--- src/rtl/uart_pkg.sv ---
// uart_pkg: shared types and encodings for the UART transmit path.
// FSM state enum, data/stop/parity encodings and a width helper.
package uart_pkg;

  typedef enum logic [2:0] {
    ST_IDLE     = 3'd0,
    ST_LOAD     = 3'd1,
    ST_WAIT_CTS = 3'd2,
    ST_SEND     = 3'd3,
    ST_GAP      = 3'd4
  } tx_state_e;

  localparam logic [1:0] DBITS_5 = 2'b00;
  localparam logic [1:0] DBITS_6 = 2'b01;
  localparam logic [1:0] DBITS_7 = 2'b10;
  localparam logic [1:0] DBITS_8 = 2'b11;

  localparam logic PARITY_EVEN = 1'b1;
  localparam logic PARITY_ODD  = 1'b0;

  localparam logic STOP_1 = 1'b0;
  localparam logic STOP_2 = 1'b1;

  function automatic logic [3:0] data_bits(input logic [1:0] enc);
    logic [3:0] n;
    n = 4'd8;
    unique case (enc)
      DBITS_5: n = 4'd5;
      DBITS_6: n = 4'd6;
      DBITS_7: n = 4'd7;
      DBITS_8: n = 4'd8;
      default: n = 4'd8;
    endcase
    return n;
  endfunction

endpackage

--- src/rtl/uart_tx_fifo.sv ---
// uart_tx_fifo: byte FIFO with flush, registered status and overflow pulse.
// Head entry is presented combinationally so a pop can capture it.
module uart_tx_fifo
  import uart_pkg::*;
#(
  parameter int DEPTH = 16
) (
  input  logic                     clk,
  input  logic                     reset_n,
  input  logic                     push,
  input  logic [7:0]               push_data,
  input  logic                     pop,
  input  logic                     flush,
  output logic [7:0]               head_data,
  output logic                     full,
  output logic                     empty,
  output logic [$clog2(DEPTH):0]   level,
  output logic                     overflow
);

  localparam int AW = $clog2(DEPTH);
  localparam int LW = AW + 1;

  logic [7:0]    mem_q [DEPTH];
  logic [AW-1:0] wr_ptr_q, wr_ptr_d;
  logic [AW-1:0] rd_ptr_q, rd_ptr_d;
  logic [LW-1:0] cnt_q, cnt_d;
  logic          full_q, full_d;
  logic          empty_q, empty_d;
  logic          ovf_q, ovf_d;
  logic          push_ok, pop_ok;

  // Next pointers, occupancy and status; flush beats any push.
  always_comb begin
    push_ok  = push && !full_q && !flush;
    pop_ok   = pop && !empty_q;
    ovf_d    = push && full_q && !flush;
    wr_ptr_d = wr_ptr_q;
    rd_ptr_d = rd_ptr_q;
    cnt_d    = cnt_q;
    if (flush) begin
      wr_ptr_d = '0;
      rd_ptr_d = '0;
      cnt_d    = '0;
    end else begin
      if (push_ok) wr_ptr_d = wr_ptr_q + AW'(1);
      if (pop_ok)  rd_ptr_d = rd_ptr_q + AW'(1);
      cnt_d = cnt_q + LW'(push_ok) - LW'(pop_ok);
    end
    full_d  = (cnt_d == LW'(DEPTH));
    empty_d = (cnt_d == '0);
  end

  // Pointer, count and status registers.
  always_ff @(posedge clk or negedge reset_n) begin
    if (!reset_n) begin
      wr_ptr_q <= '0;
      rd_ptr_q <= '0;
      cnt_q    <= '0;
      full_q   <= 1'b0;
      empty_q  <= 1'b1;
      ovf_q    <= 1'b0;
    end else begin
      wr_ptr_q <= wr_ptr_d;
      rd_ptr_q <= rd_ptr_d;
      cnt_q    <= cnt_d;
      full_q   <= full_d;
      empty_q  <= empty_d;
      ovf_q    <= ovf_d;
    end
  end

  // Storage array; contents are don't-care until written.
  always_ff @(posedge clk) begin
    if (push_ok) mem_q[wr_ptr_q] <= push_data;
  end

  assign head_data = mem_q[rd_ptr_q];
  assign full      = full_q;
  assign empty     = empty_q;
  assign level     = cnt_q;
  assign overflow  = ovf_q;

endmodule

--- src/rtl/uart_tx_ctrl.sv ---
// uart_tx_ctrl: buffers bytes, latches frame config, gates on CTS.
// Optional CTS wait timeout built when UART_TX_CTS_TIMEOUT_EN is defined.
module uart_tx_ctrl
  import uart_pkg::*;
#(
  parameter int FIFO_DEPTH  = 16,
  parameter int CTS_TIMEOUT = 65535
) (
  input  logic                          clk,
  input  logic                          reset_n,
  input  logic                          wr_en,
  input  logic [7:0]                    wr_data,
  input  logic                          tx_enable,
  input  logic                          flush,
  input  logic [1:0]                    cfg_data_bit_num,
  input  logic                          cfg_stop_bit_num,
  input  logic                          cfg_parity_en,
  input  logic                          cfg_parity_type,
  input  logic                          cts_n,
  input  logic                          tx_done,
  output logic                          start_tx,
  output logic [7:0]                    tx_data,
  output logic [1:0]                    data_bit_num,
  output logic                          stop_bit_num,
  output logic                          parity_en,
  output logic                          parity_type,
  output logic                          fifo_full,
  output logic                          fifo_empty,
  output logic [$clog2(FIFO_DEPTH):0]   fifo_level,
  output logic                          wr_overflow,
  output logic                          busy,
  output logic                          frame_done,
  output logic                          cts_timeout
);

  tx_state_e  state_q, state_d;
  logic       cts_s1_q, cts_s2_q;
  logic       cts_ok;
  logic       pop;
  logic [7:0] head;
  logic [7:0] tx_data_q, tx_data_d;
  logic [1:0] dbn_q, dbn_d;
  logic       sbn_q, sbn_d;
  logic       pen_q, pen_d;
  logic       pty_q, pty_d;
  logic       to_hit;

  uart_tx_fifo #(
    .DEPTH (FIFO_DEPTH)
  ) u_fifo (
    .clk       (clk),
    .reset_n   (reset_n),
    .push      (wr_en),
    .push_data (wr_data),
    .pop       (pop),
    .flush     (flush),
    .head_data (head),
    .full      (fifo_full),
    .empty     (fifo_empty),
    .level     (fifo_level),
    .overflow  (wr_overflow)
  );

  // Two-flop synchronizer for the asynchronous CTS input.
  always_ff @(posedge clk or negedge reset_n) begin
    if (!reset_n) begin
      cts_s1_q <= 1'b1;
      cts_s2_q <= 1'b1;
    end else begin
      cts_s1_q <= cts_n;
      cts_s2_q <= cts_s1_q;
    end
  end

  assign cts_ok = !cts_s2_q;

`ifdef UART_TX_CTS_TIMEOUT_EN
  localparam int CW = $clog2(CTS_TIMEOUT + 1);

  logic [CW-1:0] wait_cnt_q, wait_cnt_d;
  logic          cts_to_q, cts_to_d;

  // Wait counter runs only in WAIT_CTS; sticky flag clears on flush.
  always_comb begin
    wait_cnt_d = '0;
    if (state_q == ST_WAIT_CTS) wait_cnt_d = wait_cnt_q + CW'(1);
    to_hit = (state_q == ST_WAIT_CTS) && !cts_ok &&
             (wait_cnt_q == CW'(CTS_TIMEOUT - 1));
    cts_to_d = cts_to_q;
    if (flush)       cts_to_d = 1'b0;
    else if (to_hit) cts_to_d = 1'b1;
  end

  // Timeout counter and flag registers.
  always_ff @(posedge clk or negedge reset_n) begin
    if (!reset_n) begin
      wait_cnt_q <= '0;
      cts_to_q   <= 1'b0;
    end else begin
      wait_cnt_q <= wait_cnt_d;
      cts_to_q   <= cts_to_d;
    end
  end

  assign cts_timeout = cts_to_q;
`else
  logic unused_cts_timeout;

  assign to_hit             = 1'b0;
  assign cts_timeout        = 1'b0;
  assign unused_cts_timeout = |CTS_TIMEOUT;
`endif

  // Frame sequencer: claim a byte, wait for CTS, hold request, gap.
  always_comb begin
    state_d   = state_q;
    pop       = 1'b0;
    tx_data_d = tx_data_q;
    dbn_d     = dbn_q;
    sbn_d     = sbn_q;
    pen_d     = pen_q;
    pty_d     = pty_q;
    unique case (state_q)
      ST_IDLE: begin
        if (tx_enable && !fifo_empty) state_d = ST_LOAD;
      end
      ST_LOAD: begin
        if (fifo_empty) begin
          state_d = ST_IDLE;
        end else begin
          pop       = 1'b1;
          tx_data_d = head;
          dbn_d     = cfg_data_bit_num;
          sbn_d     = cfg_stop_bit_num;
          pen_d     = cfg_parity_en;
          pty_d     = cfg_parity_type;
          state_d   = ST_WAIT_CTS;
        end
      end
      ST_WAIT_CTS: begin
        if (flush)       state_d = ST_IDLE;
        else if (cts_ok) state_d = ST_SEND;
        else if (to_hit) state_d = ST_IDLE;
      end
      ST_SEND: begin
        if (tx_done) state_d = ST_GAP;
      end
      ST_GAP: begin
        state_d = ST_IDLE;
      end
      default: begin
        state_d = ST_IDLE;
      end
    endcase
  end

  // State and latched frame data/config registers.
  always_ff @(posedge clk or negedge reset_n) begin
    if (!reset_n) begin
      state_q   <= ST_IDLE;
      tx_data_q <= '0;
      dbn_q     <= DBITS_5;
      sbn_q     <= STOP_1;
      pen_q     <= 1'b0;
      pty_q     <= PARITY_ODD;
    end else begin
      state_q   <= state_d;
      tx_data_q <= tx_data_d;
      dbn_q     <= dbn_d;
      sbn_q     <= sbn_d;
      pen_q     <= pen_d;
      pty_q     <= pty_d;
    end
  end

  assign start_tx     = (state_q == ST_SEND);
  assign frame_done   = (state_q == ST_GAP);
  assign busy         = (state_q != ST_IDLE);
  assign tx_data      = tx_data_q;
  assign data_bit_num = dbn_q;
  assign stop_bit_num = sbn_q;
  assign parity_en    = pen_q;
  assign parity_type  = pty_q;

endmodule

--- config.mk ---
export PLATFORM = sky130hd
export DESIGN_NAME = uart_tx_ctrl
export DESIGN_NICKNAME = d
export VERILOG_FILES = /design/src/rtl/uart_pkg.sv /design/src/rtl/uart_tx_fifo.sv /design/src/rtl/uart_tx_ctrl.sv
export SDC_FILE = /design/constraint.sdc
export NUM_CORES = 1
export LEC_CHECK = 0
export CORE_ASPECT_RATIO = 1.4
export CORE_MARGIN = 4
export CORE_UTILIZATION = 40
export DETAILED_ROUTE_END_ITERATION = 10
export SETUP_SLACK_MARGIN = 0.3
export SYNTH_ARGS = -nofsm -noshare
export SYNTH_HDL_FRONTEND = slang
export SYNTH_HIERARCHICAL = 1
export SYNTH_SLANG_ARGS = --single-unit
--- constraint.sdc ---
create_clock -name clk -period 2.85 [get_ports clk]
set_input_delay 0.7125 -clock clk [delete_from_list [all_inputs] [get_ports clk]]
set_output_delay 0.7125 -clock clk [all_outputs]
set_load 0.03 [all_outputs]
Word level (Yosys, flattened, before mapping)
Memories as Yosys holds them, arrays and structs flattened. A register that Yosys moved wholly into a read port is not among the register bits. Index checks and enable logic that the tools add are counted.

Memory bits (writable): 128. Latch bits: 0. Memories kept: 1. Word-level logic and storage cells: 59. Flip-flop bits (word level): 26. Output and inout port bits: 25. Memory bits (read-only): 0.

Memory list: u_fifo.mem_q (words 16, bits a word 8, read ports 1, clocked after memory_dff 1, wr ports 1, line uart_tx_fifo.sv:24) `logic [7:0] mem_q [DEPTH];`.

Shifts and indexed selects: 0. Mux-type cells: 15. Equality and inequality tests: 8. Bitwise logic cells: 1. Add/subtract/negate cells: 4. $mul: 0. $lt $le $gt $ge: 0. Reductions and logical operators: 17. Div/mod/pow operators: 0.

Operators by type and width (number): 4-bit 2-to-1 mux (4); 3-bit 2-to-1 mux (4); 3-bit one-hot mux with 4 select lines (1); 4-bit by 1-bit adder with 4-bit output, second input constant (2); 3-bit by 2-bit equality test with 1-bit output, second input constant (2); 1-bit logical AND (6); 5-bit by 1-bit adder with 5-bit output (1); 5-bit equality test, second input constant (1); 5-bit zero test (1); 5-bit 2-to-1 mux (1); 5-bit by 1-bit subtractor with 5-bit output (1); 1-bit zero test (4); 1-bit 2-to-1 mux (4); 2-bit inequality test, second input constant (2); 2-bit nonzero test (2); 3-bit by 1-bit equality test with 1-bit output, second input constant (1); 3-bit equality test, second input constant (1); 3-bit zero test (1); 3-bit inequality test, second input constant (1); 3-bit AND reduction (1); 3-bit nonzero test (1); 2-bit 2-to-1 mux (1); 2-bit AND reduction (1); 1-bit inverter (1).

Logic depth before layout (Yosys ltp)
Depth in word-level cells: 7. Gate-level depth with buffers: 13. Mapped depth without buffers: 11.

Cells and area by module
The synthesis kept the hierarchy.

Modules (own cells, without submodules): uart_tx_fifo (times used 1, cells each 306, seq. area each 4245.3 µm², area each 5869.4 µm²); uart_tx_ctrl (times used 1, cells each 49, seq. area each 452.9 µm², area each 732.0 µm²).

Least setup slack after synthesis
Ideal clock, no wire load.

Kind: register -> register. Start point: reg state_q[1]. End point: reg u_fifo.full_q (netlist: u_fifo/full). Arrival time: 2839 ps. Cell stages (with the launch flop): 14. Slack: -89 ps. Path through: dfrtp_1 -> nor4b_4 -> buf_6 -> nor2b_1 -> clkbuf_1 -> ha_1 -> inv_1 -> ha_1 -> inv_1 -> fa_1 -> nand2b_1 -> a21oi_1 -> xnor2_1 -> nor4bb_1.

Longest elaborated chain between the ends: 6.

Ends and longest elaborated chain: start, declared (line uart_tx_ctrl.sv:36) `tx_state_e state_q, state_d;`; start signal, assigned (line uart_tx_ctrl.sv:167) `state_q <= state_d;`; 3-bit by 1-bit equality test with 1-bit output (line uart_tx_ctrl.sv:123) `unique case (state_q)`; 1-bit 2-to-1 mux (line uart_tx_ctrl.sv:123); net pop (line uart_tx_ctrl.sv:39) `logic pop;`; 1-bit logical AND (line uart_tx_fifo.sv:36) `pop_ok = pop && !empty_q;`; 5-bit by 1-bit subtractor with 5-bit output (line uart_tx_fifo.sv:48) `cnt_d = cnt_q + LW'(push_ok) - LW'(pop_ok);`; 5-bit 2-to-1 mux (line uart_tx_fifo.sv:41) `if (flush) begin`; 5-bit equality test (line uart_tx_fifo.sv:50) `full_d = (cnt_d == LW'(DEPTH));`; net u_fifo.full_d (line uart_tx_fifo.sv:28) `logic full_q, full_d;`; end signal, assigned (line uart_tx_fifo.sv:67) `full_q <= full_d;`; end, declared (line uart_tx_fifo.sv:28).

The timed path passes the listed nets, and every way through them passes these cells. A chain may end at the register's enable or synchronous reset.

Worst setup path in the final report
Start point: reg state_q[2]. End point: reg u_fifo.full_q (netlist: u_fifo/full).

Longest elaborated chain between the ends: 6.

Ends and longest elaborated chain (line): 3-bit by 1-bit equality test with 1-bit output (uart_tx_ctrl.sv:123); 1-bit 2-to-1 mux (uart_tx_ctrl.sv:123); 1-bit logical AND (uart_tx_fifo.sv:36); 5-bit by 1-bit subtractor with 5-bit output (uart_tx_fifo.sv:48); 5-bit 2-to-1 mux (uart_tx_fifo.sv:41); 5-bit equality test (uart_tx_fifo.sv:50); net u_fifo.full_d (uart_tx_fifo.sv:28).

The timed path passes the listed nets, and every way through them passes these cells.

==> metrics list <==
- Outcome: finished, final reports clean
* Cell family with the largest share of critical-path delay: simple AND/OR/NAND/NOR gates
- After synthesis, the mean cell area works out to roughly 19 µm².
* Register-to-Register Path Depth: 11
* Total count of max-transition violations in the final report: 0
* Arrival time of data at the critical path endpoint: 2.80 ns
* Deepest clock path buffer count: 2
* Later-pin clock latency in the skew report: 0.42 ns
* Leakage power: between 2 and 3 nW
* Highest-delay cell along the critical path: sky130_fd_sc_hd__dfrtp_2
* Setup slack on the worst flop-to-flop path: 0.36 ns
- Slew Limit Headroom: 46.9%
* Path class of the lowest-slack min-delay path: reg2reg
* Max cap viols: 0
- Summed area of non-filler cells in the final layout: just over 8000 µm²
- Share of the clock period used by the worst path: 87.5%
* Share of total power in the clock network: 31.6%
* Length of the first detailed-routing pass in iterations: 4
- In this run the standard cell core region covers 16200 µm².
* Overall Global Routing Usage: between 10 and 15%
- Following the worst setup path forward leads to its endpoint at u_fifo/full.
- The initial utilization of the core area, before any placement, comes to between 40% and 50%.
* Post-route clock skew: 0.00978 ns
- For the pin with the worst max-slew slack, the measured transition is around 0.8 ns.
- Via density: 5.09
* Net switching power: around 0.0018 W
- The initial antenna violation count is 0.
- The critical path crosses 11 cells after its start point.
* Max Freq: 401 MHz
- Net total in the final layout: approximately 460
- After clock tree synthesis, the clock-pin slew on the worst setup and hold paths is 0.07 ns.
- In this run the critical register-to-register path is captured at u_fifo/full.
- Number of DRC violations after detailed-routing iteration 0: between 100 and 150
- Total power of the final layout: between 0.006 and 0.007 W
- The number of clock buffers added by TritonCTS is 17.
- The number of hold-slack violations in the final timing report came to 0.
- The first global-routing pass estimated between 20 and 25 mm of wire.
- The repair_antennas step left the layout with diodes totalling 0.
- Synthesized netlist net count: around 390
- Congestion Overflow GR: 0
- Number of placed I/O pins: between 40 and 50
* Gate count after technology mapping: 355
- Net switching is 28.3% of the power.
- Pin count of the biggest net entering global routing: 36
- Sequential area share after synthesis: a little under three quarters
- Relative to the synthesized area, the layout overhead comes to 22.1%.
- Row generation in the floorplan step produced 55 rows.
* Half-perimeter wire length of the detailed placement result: roughly 8.5 mm
* Crit Reg-Reg Startpoint: state_q[2]
- Per report_power, the combinational group accounts for 24.0% of the total.
- After filler insertion, the fill cell instance count of the layout stands at between 1000 and 1500.
* Setup repair after global routing missed its margin: yes
* Number of sinks handled by clock tree synthesis: 162
* Count of different cell masters after synthesis: 41
- Maximum single-stage delay on the critical path: roughly 0.44 ns
- On the final layout, the worst hold slack is 0.359 ns.
- Total die area: 18700 µm²
- Setup crit end kind: flip-flop
* Vias in the first global route: roughly 3500
- Origin of the worst setup path: state_q[2]
* Power per cell area: 803 nW/µm²
* Total of buffers placed on input and output ports: 43
- Wires add up to around 13 mm.
* Layout cell share with drive strength beyond 1: 25.8%
- For this run, design rule violations remaining after detail routing come to 0.
- The worst setup path is launched from a flip-flop.
- TritonCTS built the clock tree.
- DR vias: around 3300
- The share of total power dissipated in sequential elements is between 40 and 50%.
* Type of the setup path with the least slack: reg2reg
* Internal Power: approximately 0.0046 W
- Number of synthesized register bits: around 160
* Required time of the critical path: 3.15 ns
- DRT antenna net count: 0
* Cells traversed along the worst timing path: nor4b_4 > nor2b_4 > ha_4 > inv_2 > ha_4 > inv_2 > fa_2 > nand2b_4 > a21oi_4 > xnor2_2 > nor4bb_1
* Cell area reported after detailed placement: 7430 µm²
- Gp weighted congestion: 0.742
- Setup violations remaining at the end of the flow were counted as 0.
- # H-tree levels: 4
* Shortest clock period the worst path allows after layout: about 2.5 ns
- The root buffer cell chosen for the clock tree is sky130_fd_sc_hd__clkbuf_16.
- Together, buffers and inverters on the worst path number 2.
- Mean routed wirelength per cell: between 15 and 20 µm
- In this run the horizontal extent of the chip is 117 µm.
* Die extent in y: about 160 µm
- After clock tree synthesis, the flow added hold-fix buffers numbering 0.
* Synthesized area: 6600 µm²
- Critical path peak fanout: 4
- IR analysis of the VDD net gives a maximum drop of around 0.00040 V.
* Warning count from the yosys run: 6
per-layer routing:
metal | vias up | global-route usage [%] | wire, µm
met5 | - | 0 | 0
met4 | 0 | 5.16 | 163
met3 | 12 | 2.54 | 227
met2 | 33 | 25.4 | 7070
met1 | 1704 | 17.9 | 5070
li1 | 1531 | - | -
power by group through the flow:
| stage | clock [W] | sequential, W | combinational (W) |
|---|---|---|---|
| after global routing | 0.00221 | 0.00290 | 0.00167 |
| after detailed placement | 0 | 0.00292 | 0.00145 |
| after floorplan | 0 | 0.00314 | 0.000650 |
| final | 0.00205 | 0.00287 | 0.00156 |
| after global placement | 0 | 0.00291 | 0.00141 |
| after CTS | 0.00210 | 0.00288 | 0.00157 |
timing repair:
action | 4_1_cts | 5_1_grt
buffers inserted | 3 | 3
hold endpoints to repair | 0 | 0
endpoints found under the setup margin | 3 | 5
resized for setup | 12 | 3
pin swaps | 5 | 2
how the worst min path moves through the flow:
stage / startpoint / endpoint / slack, ns / depth (start not counted)
after floorplan: cts_s1_q / cts_s2_q / 0.35 / 0
after global placement: cts_s1_q / cts_s2_q / 0.35 / 0
after detailed placement: cts_s1_q / cts_s2_q / 0.35 / 0
after CTS: cts_s1_q / cts_s2_q / 0.36 / 0
after global routing: cts_s1_q / cts_s2_q / 0.36 / 0
final: cts_s1_q / cts_s2_q / 0.36 / 0
cell type report:
class | count | area (µm²) | share of cell area (%)
tap | 199 | 249 | 3.09
sequential | 162 | 4700 | 58.3
timing repair buffer | 74 | 726 | 9.00
clock buffer | 18 | 429 | 5.32
inverter | 10 | 37.5 | 0.466
multi-input combinational | 167 | 1810 | 22.5
clock inverter | 14 | 105 | 1.30
cells by family (layout without fill, tap and decap cells):
family,Yosys count,after routing,share of synthesized area [%]
AOI/OAI and AO/OA,24,24,2.60
xor gates and xnor gates,10,10,1.33
adders and majority gates,11,11,2.20
buffers and inverters,26,116,2.65
DFF,162,162,71.2
muxes,46,46,13.9
other,1,1,0.0568
and+or+nand+nor,75,75,6.08
state kept, by name, indices dropped and copies added, names as in the netlist:
name             count
parity_type          1
u_fifo/mem_q       128
cts_s1_q             1
u_fifo/overflow      1
parity_en            1
stop_bit_num         1
u_fifo/level         5
cts_s2_q             1
state_q              3
u_fifo/empty         1
data_bit_num         2
u_fifo/full          1
u_fifo/rd_ptr_q      4
u_fifo/wr_ptr_q      4
tx_data              8
cells in the mapped netlist:
cell type                         number  area share (%)
sky130_fd_sc_hd__edfxtp_1            128              58
sky130_fd_sc_hd__dfrtp_1              31              12
sky130_fd_sc_hd__nor2_1               24             1.4
sky130_fd_sc_hd__mux4_2               21             7.2
sky130_fd_sc_hd__a22oi_1              16             1.8
sky130_fd_sc_hd__and2_1               15             1.4
sky130_fd_sc_hd__mux2_2               13             2.2
sky130_fd_sc_hd__nand2_1              13            0.74
sky130_fd_sc_hd__mux4_1               11             4.4
sky130_fd_sc_hd__ha_1                 10             1.9
sky130_fd_sc_hd__inv_1                10            0.57
sky130_fd_sc_hd__nor2b_1               6            0.57
sky130_fd_sc_hd__xor2_1                6            0.80
sky130_fd_sc_hd__a21oi_1               5            0.38
sky130_fd_sc_hd__buf_6                 4            0.68
sky130_fd_sc_hd__xnor2_1               4            0.53
sky130_fd_sc_hd__buf_4                 3            0.34
sky130_fd_sc_hd__clkbuf_1              3            0.17
sky130_fd_sc_hd__dfstp_2               3             1.2
sky130_fd_sc_hd__nand2b_1              3            0.28
sky130_fd_sc_hd__nor3_1                3            0.23
sky130_fd_sc_hd__buf_2                 2            0.15
sky130_fd_sc_hd__clkdlybuf4s25_2       2            0.30
sky130_fd_sc_hd__nand4_1               2            0.19
sky130_fd_sc_hd__a21o_1                1            0.11
sky130_fd_sc_hd__a32oi_1               1            0.13
sky130_fd_sc_hd__a41o_1                1            0.15
sky130_fd_sc_hd__and2b_1               1            0.11
sky130_fd_sc_hd__and3_1                1           0.095
sky130_fd_sc_hd__and3b_2               1            0.15
sky130_fd_sc_hd__buf_12                1            0.30
sky130_fd_sc_hd__conb_1                1           0.057
sky130_fd_sc_hd__dlygate4sd2_1         1            0.13
sky130_fd_sc_hd__fa_1                  1            0.30
sky130_fd_sc_hd__mux2i_1               1            0.15
sky130_fd_sc_hd__nand3_1               1           0.076
sky130_fd_sc_hd__nand3b_1              1            0.11
sky130_fd_sc_hd__nor3b_1               1            0.11
sky130_fd_sc_hd__nor4b_4               1            0.36
sky130_fd_sc_hd__nor4bb_1              1            0.15
sky130_fd_sc_hd__or3_2                 1            0.11
cell usage in the layout (no fill, tap or decap), types with 7 or more instances in the layout:
cell type	instances
sky130_fd_sc_hd__a22oi_1	16
sky130_fd_sc_hd__clkdlybuf4s50_1	40
sky130_fd_sc_hd__inv_1	7
sky130_fd_sc_hd__mux2_2	13
sky130_fd_sc_hd__edfxtp_1	128
sky130_fd_sc_hd__nand2_1	12
sky130_fd_sc_hd__buf_4	26
sky130_fd_sc_hd__mux4_2	21
sky130_fd_sc_hd__mux4_1	11
sky130_fd_sc_hd__clkbuf_16	17
sky130_fd_sc_hd__nor2_1	24
sky130_fd_sc_hd__and2_1	15
sky130_fd_sc_hd__ha_1	8
sky130_fd_sc_hd__dfrtp_1	28
metrics by stage:
step | utilization [%] | std cells | setup WS (ns) | setup TNS (ns)
after floorplan | - | 355 | 0.0612 | 0
after global placement | 46.0 | 606 | -0.202 | -0.444
after detailed placement | 46.0 | 606 | -0.268 | -0.624
after CTS | 49.7 | 641 | 0.302 | 0
after global routing | 49.9 | 644 | 0.225 | 0
final | 49.9 | 644 | 0.355 | 0
Note: power is estimated with default switching activity, not from simulation.
